<file path="src/rtl/sync_gray_nff.sv">
// sync_gray_nff: multi-stage gray pointer synchronizer with binary decode, advance, change strobe and sticky error
module sync_gray_nff #(
    parameter int PTRSIZE = 10,
    parameter int STAGES  = 2
) (
    input  logic             clk,
    input  logic             rst,
    input  logic [PTRSIZE:0] gin,
    input  logic             err_clr,
    output logic [PTRSIZE:0] gout,
    output logic [PTRSIZE:0] bout,
    output logic [PTRSIZE:0] delta,
    output logic             changed,
    output logic             err
);
    if (STAGES < 2 || STAGES > 4) begin : g_bad_stages
        $error("sync_gray_nff: STAGES must be in 2..4");
    end

    logic [PTRSIZE:0] s [STAGES];
    logic [PTRSIZE:0] gprev;
    logic [PTRSIZE:0] bnext;
    logic [PTRSIZE:0] diff;
    logic             err_set;

    assign gout = s[STAGES-1];

    // synchronizer chain, shifts every edge
    always_ff @(posedge clk or negedge rst) begin
        if (!rst) begin
            for (int k = 0; k < STAGES; k++) s[k] <= '0;
        end else begin
            s[0] <= gin;
            for (int k = 1; k < STAGES; k++) s[k] <= s[k-1];
        end
    end

    // gray decode as prefix xor from the msb, and multi-bit change detect
    always_comb begin
        for (int i = 0; i <= PTRSIZE; i++) bnext[i] = ^(gout >> i);
        diff    = gout ^ gprev;
        err_set = (diff & (diff - 1'b1)) != '0;
    end

    // registered post stage; err set dominates clear
    always_ff @(posedge clk or negedge rst) begin
        if (!rst) begin
            gprev   <= '0;
            bout    <= '0;
            delta   <= '0;
            changed <= 1'b0;
            err     <= 1'b0;
        end else begin
            gprev   <= gout;
            bout    <= bnext;
            delta   <= bnext - bout;
            changed <= diff != '0;
            err     <= err_set | (err & ~err_clr);
        end
    end
endmodule
</file>
<file path="config.mk">
export PLATFORM = sky130hd
export DESIGN_NAME = sync_gray_nff
export DESIGN_NICKNAME = d
export VERILOG_FILES = /design/src/rtl/sync_gray_nff.sv
export SDC_FILE = /design/constraint.sdc
export NUM_CORES = 1
export LEC_CHECK = 0
export ABC_AREA = 1
export CORE_MARGIN = 1.5
export CORE_UTILIZATION = 52
export DETAILED_ROUTE_END_ITERATION = 10
export PLACE_DENSITY = 0.83
export SETUP_SLACK_MARGIN = 0.5
export SLEW_MARGIN = 15
export SYNTH_ARGS = -nofsm -noshare
export SYNTH_HDL_FRONTEND = slang
export SYNTH_SLANG_ARGS = --single-unit
</file>
<file path="constraint.sdc">
create_clock -name clk -period 3.48 [get_ports clk]
set_input_delay 0.696 -clock clk [delete_from_list [all_inputs] [get_ports clk]]
set_output_delay 0.696 -clock clk [all_outputs]
set_load 0.01 [all_outputs]
</file>
==> results of run 1 <==
==> critical path, stage by stage (launching register included) <==
cell and delay [ps]:
dfrtp_1 570, xor2_2 260, inv_2 60, nand2_1 70
nand2_1 90, nand2_2 90, nand2_1 70, nand2_1 60
nand2_1 50, ha_1 220, fa_1 460, o21ai_1 260
nand3_1 100, nand2_1 90, xor2_1 140
==> layer usage <==
metal,global-route usage,vias to the layer above,share of wire
met3,0.0489,5,0.053
met2,0.354,63,0.53
met1,0.213,889,0.41
li1,-,992,-
met5,0,-,0
met4,0.0456,0,0.0079
==> where the power goes <==
group	internal [uW]	switching, uW	total, uW	leakage (uW)
combinational	373	434	808	0.00101
clock	147	220	367	0.0000452
sequential	764	51.3	816	0.000649
==> registers in the layout, indices dropped and copies added (netlist names) <==
signal	cells
bout	11
delta	11
gout	11
s	11
gprev	10
changed	1
err	1
==> layout make-up <==
type / instances / area (sq um) / share of cell area
flip-flops and latches: 56 / 1400 / 0.424
well taps: 70 / 87.6 / 0.0265
clock inverters: 3 / 25.0 / 0.00757
multi-input cells: 181 / 1030 / 0.310
inverters: 57 / 214 / 0.0647
clock buffers: 5 / 68.8 / 0.0208
repair buffers: 49 / 483 / 0.146
==> per-stage QoR <==
step / cell area (sq um) / total power, uW / util / cells / hold slack, ps
2_1_floorplan: 2720 / 1310 / - / 306 / 331
3_3_place_gp: 3200 / 1610 / 0.631 / 413 / 332
3_5_place_dp: 3200 / 1630 / 0.631 / 413 / 336
4_1_cts: 3300 / 2000 / 0.650 / 421 / 359
5_1_grt: 3310 / 2140 / 0.651 / 421 / 369
6_report: 3310 / 1990 / 0.651 / 421 / 357
==> worst paths after layout <==
path | to | slack, ps
min in group asynchronous | delta[0]$_DFF_PN0_ | 420
max in group asynchronous | changed$_DFF_PN0_ | 2290
hold reg to reg | gout[9]$_DFF_PN0_ | 360
setup reg to reg | delta[8]$_DFF_PN0_ | 800
setup / recovery | delta[8]$_DFF_PN0_ | 800
hold / removal | gout[9]$_DFF_PN0_ | 360
==> cell usage after synthesis <==
cell	number	area [sq um]
nand2_1	90	338
dfrtp_1	56	1400
inv_1	53	199
xnor2_1	15	131
xor2_1	13	114
buf_4	12	90.1
nand3_1	12	60.1
ha_1	10	125
nor2_1	10	37.5
o21ai_0	8	40.0
a21oi_1	7	35.0
inv_2	3	11.3
nand2_2	3	18.8
nand4_1	3	18.8
nand3b_1	2	15.0
nor3_1	2	10.0
xor2_2	2	32.5
a31oi_1	1	6.26
clkinv_1	1	3.75
fa_1	1	20.0
nand2_4	1	11.3
o21ai_1	1	5.00
==> cells by family after synthesis <==
logic type / Yosys count / synth area share
adders and majority gates: 11 / 0.0533
AOI/OAI and AO/OA: 17 / 0.0317
buffers and inverters: 69 / 0.112
xor gates and xnor gates: 30 / 0.102
and+or+nand+nor: 123 / 0.187
DFF: 56 / 0.514
==> impl_metrics.env, run 1 <==
export IMPL_hold_start="s[20]$_DFF_PN0_"
export IMPL_crit_arrival_ps=2920
export IMPL_htree_levels=2
export IMPL_final_common_cell="nand2_1"
export IMPL_critical_path_peak_fanout=7
export IMPL_routed_wl_um=4830
export IMPL_maxCapViolCount=0
export IMPL_place_congestion=0.815
export IMPL_drive_gt1_frac=0.0570
export IMPL_die_area_sq_mm=0.00568
export IMPL_core_area_sq_mm=0.00507
export IMPL_grt_max_degree=34
export IMPL_routed_via_density=4.63
export IMPL_setup_slack_ps=799
export IMPL_reg2regPathDepth=14
export IMPL_syn_inst=306
export IMPL_clk_pin_slew_worst_paths_ps=100
export IMPL_peakVddDrop_uv=327
export IMPL_p_leak_uw=0.00171
export IMPL_num_fill_cells=446
export IMPL_rsz0062_at_grt="no"
export IMPL_first_iter_violations=88
export IMPL_cp_start_kind="register"
export IMPL_ant_nets=0
export IMPL_ios=49
export IMPL_cts_sinks=56
export IMPL_cts_tree="done"
export IMPL_setup_worst_path_end_class="register"
export IMPL_grt_pass1_vias=1873
export IMPL_dieWidth_um=75.4
export IMPL_numCtsBuffers=5
export IMPL_num_rows=26
export IMPL_synthToLayoutAreaGrowth_pct=21.4
export IMPL_netlist_area_sq_mm=0.00272
export IMPL_numPortBuffers=48
export IMPL_relSlewSlack=0.531
export IMPL_synth_seq_cells=56
export IMPL_grt_usage=0.189
export IMPL_syn_avg_cell_area_sq_um=8.90
export IMPL_yosysSeqAreaShare=0.514
export IMPL_initial_core_util=0.537
export IMPL_finalNetCount=375
export IMPL_clockRootBuffer="clkbuf_8"
export IMPL_drv_slew=0
export IMPL_dr_pass1_iters=4
export IMPL_skew_ps=6.11
export IMPL_final_cell_mix="nand2_1 (90), dfrtp_1 (56), inv_1 (53)"
export IMPL_max_freq_mhz=373
export IMPL_grt_overflow_total=0
export IMPL_crit_start="gout[6]$_DFF_PN0_"
export IMPL_vias=1949
export IMPL_postCtsHoldBufs=0
export IMPL_worstSetupPathType="reg2reg"
export IMPL_postCtsSetupRepairBufs=0
export IMPL_run_status="finished, final reports clean"
export IMPL_pre_cts_slack_ps=668
export IMPL_setup_violations=0
export IMPL_drc=0
export IMPL_antenna_found_initial=0
export IMPL_clk_path_buf_depth=2
export IMPL_tightest_slew_ps=704
export IMPL_clkLatencyLatePin_ps=310
export IMPL_antennaDiodeCount=0
export IMPL_required_ps=3720
export IMPL_finalSetupTns_ps=0
export IMPL_grt_pass1_wl_um=7960
export IMPL_place_hpwl_um=3790
export IMPL_cts_resized=0
export IMPL_wl_per_cell_um=11.5
export IMPL_r2r_start="gout[6]$_DFF_PN0_"
export IMPL_synthesis_nets=331
export IMPL_min_path_type="reg2reg"
export IMPL_post_route_period_util=0.770
export IMPL_hold_viol=0
export IMPL_p_per_area_mw_per_mm2=602
export IMPL_fp_dieH_um=75.4
export IMPL_yosysWarnings=0
export IMPL_min_period_ps=2680
export IMPL_min_path_cells=0
export IMPL_yosysUniqueCellTypes=22
Power figures use the tool's default switching activity.
==> run 2, diff against run 1 <==
CORE_UTILIZATION = 47   (was 52)
PLACE_DENSITY = 0.8   (was 0.83)
clock period = 2.45 ns   (was 3.48 ns; I/O delays follow)
==> run 2 against run 1 <==
Effect of this change: critical path depth is 1 lower; hold slack worse by 200 ps; first-iteration DRC count is 1.1% lower; clock skew is 0.65 ps higher; maximum frequency is 13% higher; routed wire length is 19% higher; critical endpoint unchanged; largest cell class unchanged.
==> impl_metrics.env, run 2 (synthesis results as in run 1) <==
export IMPL_drv_slew=0
export IMPL_setup_slack_ps=77.7
export IMPL_die_area_sq_mm=0.00626
export IMPL_final_cell_mix="nand2_1 (76), inv_1 (51), dfrtp_1 (49)"
export IMPL_routed_wl_um=5770
export IMPL_drive_gt1_frac=0.265
export IMPL_grt_overflow_total=0
export IMPL_clockRootBuffer="clkbuf_8"
export IMPL_synthToLayoutAreaGrowth_pct=45.0
export IMPL_finalSetupTns_ps=0
export IMPL_run_status="finished, final reports clean"
export IMPL_rsz0062_at_grt="yes"
export IMPL_cts_sinks=56
export IMPL_slowest_delay_ps=490
export IMPL_final_common_cell="nand2_1"
export IMPL_critPathSlowestCell="dfrtp_2"
export IMPL_required_ps=2680
export IMPL_maxCapViolCount=0
export IMPL_hold_worst_slack_ps=154
export IMPL_vias=2211
export IMPL_dp_cells=420
export IMPL_fp_dieH_um=79.1
export IMPL_min_path_type="in2async"
export IMPL_initial_core_util=0.492
export IMPL_clkLatencyLatePin_ps=300
export IMPL_num_rows=27
export IMPL_clk_path_buf_depth=2
export IMPL_grt_max_degree=57
export IMPL_max_freq_mhz=422
export IMPL_drc=0
export IMPL_cts_tree="done"
export IMPL_antennaDiodeCount=0
export IMPL_cp_cell_sequence="xnor2_4, xnor2_2, inv_1, nand2_2, nand2_2, nand2_2, nand2_2, ha_4, fa_2, o21ai_4, nand3_2, nand2_2, xor2_1"
export IMPL_place_hpwl_um=3800
export IMPL_p_leak_uw=0.00201
export IMPL_setup_worst_path_end_class="register"
export IMPL_ios=49
export IMPL_reg2regPathDepth=13
export IMPL_finalNetCount=412
export IMPL_core_area_sq_mm=0.00554
export IMPL_critical_path_peak_fanout=4
export IMPL_htree_levels=2
export IMPL_dieWidth_um=79.1
export IMPL_grt_pass1_vias=2211
export IMPL_cpLargestDelayFamily="XOR/XNOR gates"
export IMPL_grt_pass1_wl_um=9200
export IMPL_numCtsBuffers=5
export IMPL_relSlewSlack=0.783
export IMPL_pre_cts_slack_ps=-62.8
export IMPL_final_util=0.713
export IMPL_worstSetupPathType="reg2reg"
export IMPL_peakVddDrop_uv=528
export IMPL_cp_depth=13
export IMPL_tightest_slew_ps=323
export IMPL_min_period_ps=2370
export IMPL_cpMostUsedCell="nand2_2"
export IMPL_cp_start_kind="register"
export IMPL_cp_num_buf_inv=1
export IMPL_clk_pin_slew_worst_paths_ps=100
export IMPL_p_per_area_mw_per_mm2=897
export IMPL_first_iter_violations=87
export IMPL_antenna_found_initial=0
export IMPL_post_route_period_util=0.968
export IMPL_hold_viol=0
export IMPL_setup_violations=0
export IMPL_place_congestion=0.894
export IMPL_grt_usage=0.190
export IMPL_ant_nets=0
export IMPL_numPortBuffers=48
export IMPL_instances_no_fill=460
export IMPL_crit_arrival_ps=2600
export IMPL_skew_ps=6.75
export IMPL_dr_pass1_iters=4
export IMPL_wl_per_cell_um=12.5
export IMPL_routed_via_density=4.81
run 2: cell types whose count changed in the layout (fill, tap and decap cells not counted), sizes merged:
cell           previous run  this run
bufinv                    0         2
buf                       2        39
inv                      58        56
clkinvlp                  1         0
dlymetal6s2s              0         5
clkbuf                    5         6
clkdlybuf4s50            47        42
run 2: worst register-to-register path, stage by stage (launching register included):
cell and delay, ps:
dfrtp_2 490, xnor2_4 250, xnor2_2 160, inv_1 70
nand2_2 90, nand2_2 90, nand2_2 70, nand2_2 60
ha_4 170, fa_2 370, o21ai_4 170, nand3_2 80
nand2_2 80, xor2_1 150
run 2: final timing paths:
path                                    from                  to  slack (ps)
min                                      rst   bout[4]$_DFF_PN0_         150
max in group asynchronous                rst   gout[1]$_DFF_PN0_        2020
min in group clk             s[21]$_DFF_PN0_  gout[10]$_DFF_PN0_         360
max                        gout[3]$_DFF_PN0_  delta[8]$_DFF_PN0_          80
min reg2reg                  s[21]$_DFF_PN0_  gout[10]$_DFF_PN0_         360
max reg2reg                gout[3]$_DFF_PN0_  delta[8]$_DFF_PN0_          80
run 2: report_power, final:
part | internal [uW] | switching, uW
clock network | 408 | 286
registers | 1090 | 77.9
logic | 857 | 826
total | 2350 | 1190
run 2: per-stage QoR:
| stage | power, uW | area [sq um] |
|---|---|---|
| final | 3540 | 3950 |
| after global routing | 3780 | 3950 |
| after CTS | 3270 | 3690 |
| after detailed placement | 2400 | 3320 |
| after global placement | 2370 | 3320 |
| after floorplan | 1920 | 2790 |
run 2: cell type report:
| type | count | area, sq um |
|---|---|---|
| multi-input cells | 181 | 1310 |
| inverters | 57 | 214 |
| fillers | 400 | 1590 |
| flip-flops and latches | 56 | 1410 |
| well taps | 72 | 90.1 |
| clock inverters | 2 | 60.1 |
| clock buffers | 6 | 72.6 |
| repair buffers | 86 | 793 |
run 2: layer usage:
layer / up-vias / share of wire / GRT usage / wire [um]
li1: 1064 / - / - / -
met2: 71 / 0.56 / 0.366 / 3210
met5: - / 0 / 0 / 0
met4: 0 / 0.016 / 0.0509 / 93
met1: 1067 / 0.38 / 0.205 / 2170
met3: 9 / 0.050 / 0.0460 / 290
run 2: what timing repair did:
action	CTS	global route
hold buffers	0	0
pin swaps	17	20
setup buffers	23	9
resized for setup	13	38
setup endpoints to repair	10	16
endpoints found under the hold margin	0	0
==> run 3, diff against run 2 <==
CORE_UTILIZATION = 60   (was 47)
DONT_BUFFER_PORTS = 1   (was default)
clock period = 2.6 ns   (was 2.45 ns; I/O delays follow)
==> run 3 against run 2 <==
Effect of this change: largest power group is now registers; non-clock buffer count decreased by 59; die area decreased by 21%; clock skew rose by 3.0 ps; combinational power shrank 34%; maximum frequency down 0.37%; critical path type unchanged.
==> impl_metrics.env, run 3 (synthesis results as in run 1) <==
export IMPL_grt_pass1_vias=1945
export IMPL_dp_cells=354
export IMPL_finalNetCount=353
export IMPL_min_path_type="in2async"
export IMPL_place_hpwl_um=3530
export IMPL_setup_violations=0
export IMPL_cp_endpoint="delta[8]$_DFF_PN0_"
export IMPL_reg2regPathDepth=13
export IMPL_routed_via_density=5.11
export IMPL_final_common_cell="nand2_1"
export IMPL_numPortBuffers=0
export IMPL_cts_tree="done"
export IMPL_grt_max_degree=57
export IMPL_crit_arrival_ps=2610
export IMPL_critical_path_peak_fanout=5
export IMPL_grt_usage=0.221
export IMPL_instances_no_fill=381
export IMPL_r2r_slack_ps=220
export IMPL_finalSetupTns_ps=0
export IMPL_numCtsBuffers=5
export IMPL_p_comb_frac=0.379
export IMPL_antennaDiodeCount=0
export IMPL_p_per_area_mw_per_mm2=874
export IMPL_first_iter_violations=99
export IMPL_multi_input_area_sq_mm=0.00131
export IMPL_tightest_slew_ps=325
export IMPL_grt_overflow_total=0
export IMPL_met2_usage=0.391
export IMPL_die_area_sq_mm=0.00495
export IMPL_post_route_period_util=0.916
export IMPL_run_status="finished, final reports clean"
export IMPL_clkLatencyLatePin_ps=300
export IMPL_min_period_ps=2380
export IMPL_setup_worst_path_end_class="register"
export IMPL_p_int_uw=1900
export IMPL_seq_area_sq_mm=0.00141
export IMPL_max_freq_mhz=420
export IMPL_peakVddDrop_uv=480
export IMPL_fin_area_sq_mm=0.00335
export IMPL_synthToLayoutAreaGrowth_pct=23.0
export IMPL_drc=0
export IMPL_grtUsageMet3=0.0548
export IMPL_ios=49
export IMPL_initial_core_util=0.626
export IMPL_rsz0062_at_grt="yes"
export IMPL_htree_levels=2
export IMPL_cts_sinks=56
export IMPL_dieWidth_um=70.4
export IMPL_r2r_start="gout[1]$_DFF_PN0_"
export IMPL_drv_slew=0
export IMPL_vias=1946
export IMPL_power_net_switching_uw=1020
export IMPL_fp_dieH_um=70.4
export IMPL_num_fill_cells=261
export IMPL_p_seq_frac=0.401
export IMPL_reg2reg_to="delta[8]$_DFF_PN0_"
export IMPL_p_leak_uw=0.00175
export IMPL_skew_ps=9.71
export IMPL_use_met1=0.231
export IMPL_dpl_cell_area_sq_mm=0.00282
export IMPL_required_ps=2830
export IMPL_maxCapViolCount=0
export IMPL_dr_pass1_iters=4
export IMPL_ant_nets=0
export IMPL_worstSetupPathType="reg2reg"
export IMPL_core_area_sq_mm=0.00435
export IMPL_power_uw=2930
export IMPL_routed_wl_um=5150
export IMPL_hold_worst_slack_ps=59.8
export IMPL_swShare=0.350
export IMPL_cp_start_kind="register"
export IMPL_p_clk_frac=0.220
export IMPL_busiest_layer="met2"
export IMPL_clockRootBuffer="clkbuf_8"
export IMPL_final_cell_mix="nand2_1 (79), inv_1 (51), dfrtp_1 (50)"
export IMPL_num_rows=24
export IMPL_wl_per_cell_um=13.5
export IMPL_place_congestion=0.853
export IMPL_antenna_found_initial=0
export IMPL_hold_viol=0
export IMPL_clk_path_buf_depth=2
export IMPL_grt_pass1_wl_um=8350
export IMPL_clk_pin_slew_worst_paths_ps=90
export IMPL_relSlewSlack=0.781
export IMPL_drive_gt1_frac=0.274
export IMPL_crit_start="gout[1]$_DFF_PN0_"
run 3: changes by cell type in the layout (fill, tap and decap cells not counted), moves of 3 or more:
cell | previous run | this run
xnor2_1 | 8 | 4
buf_4 | 35 | 26
dlymetal6s2s_1 | 5 | 0
nand2_1 | 76 | 79
clkdlybuf4s50_1 | 42 | 0
run 3: worst min-delay path by stage:
stage / slack [ps] / end / cells after the start
2_1_floorplan: 220 / bout[0]$_DFF_PN0_ / 0
3_3_place_gp: 230 / bout[4]$_DFF_PN0_ / 0
3_5_place_dp: 230 / delta[0]$_DFF_PN0_ / 0
4_1_cts: 70 / gprev[2]$_DFF_PN0_ / 1
5_1_grt: 80 / bout[0]$_DFF_PN0_ / 1
6_report: 60 / bout[0]$_DFF_PN0_ / 1
run 3: what timing repair did:
action / in CTS / in global routing
setup endpoints to repair: 10 / 10
hold endpoints to repair: 56 / 0
pin swaps: 17 / 11
gates resized for setup: 26 / 21
buffers inserted: 16 / 2
hold buffers: 1 / 0
run 3: critical path, cell delays in order (launching register included):
cell	delay [ps]
dfrtp_1	450
buf_4	190
xnor2_4	150
xnor2_2	180
inv_1	90
nand2_1	100
nand2_1	70
nand2_1	60
nand2_1	100
fa_2	420
o21ai_4	170
nand3_2	100
nand2_2	70
xor2_1	140
run 3: area by class of cell:
cell class              instances  share of cell area
clock inverters                 2              0.0179
repair buffers                 27              0.0665
well taps                      52              0.0194
multi-input cells             181               0.390
flip-flops and latches         56               0.420
clock buffers                   6              0.0217
inverters                      57              0.0639
run 3: power groups by stage:
stage	logic [uW]	clock network, uW	registers [uW]
3_5_place_dp	787	0	1190
5_1_grt	1240	680	1190
4_1_cts	981	657	1180
2_1_floorplan	633	0	1170
6_report	1110	644	1180
3_3_place_gp	773	0	1190
run 3: metrics by stage:
stage	setup WS (ps)	util
after global routing	76.9	0.770
after detailed placement	103	0.647
final	219	0.770
after CTS	216	0.741
after floorplan	411	-
after global placement	171	0.647
run 3: per-layer routing:
metal	up-vias	part of all wire
met5	-	0
met4	0	0.039
met3	19	0.049
met2	56	0.53
met1	921	0.38
li1	950	-
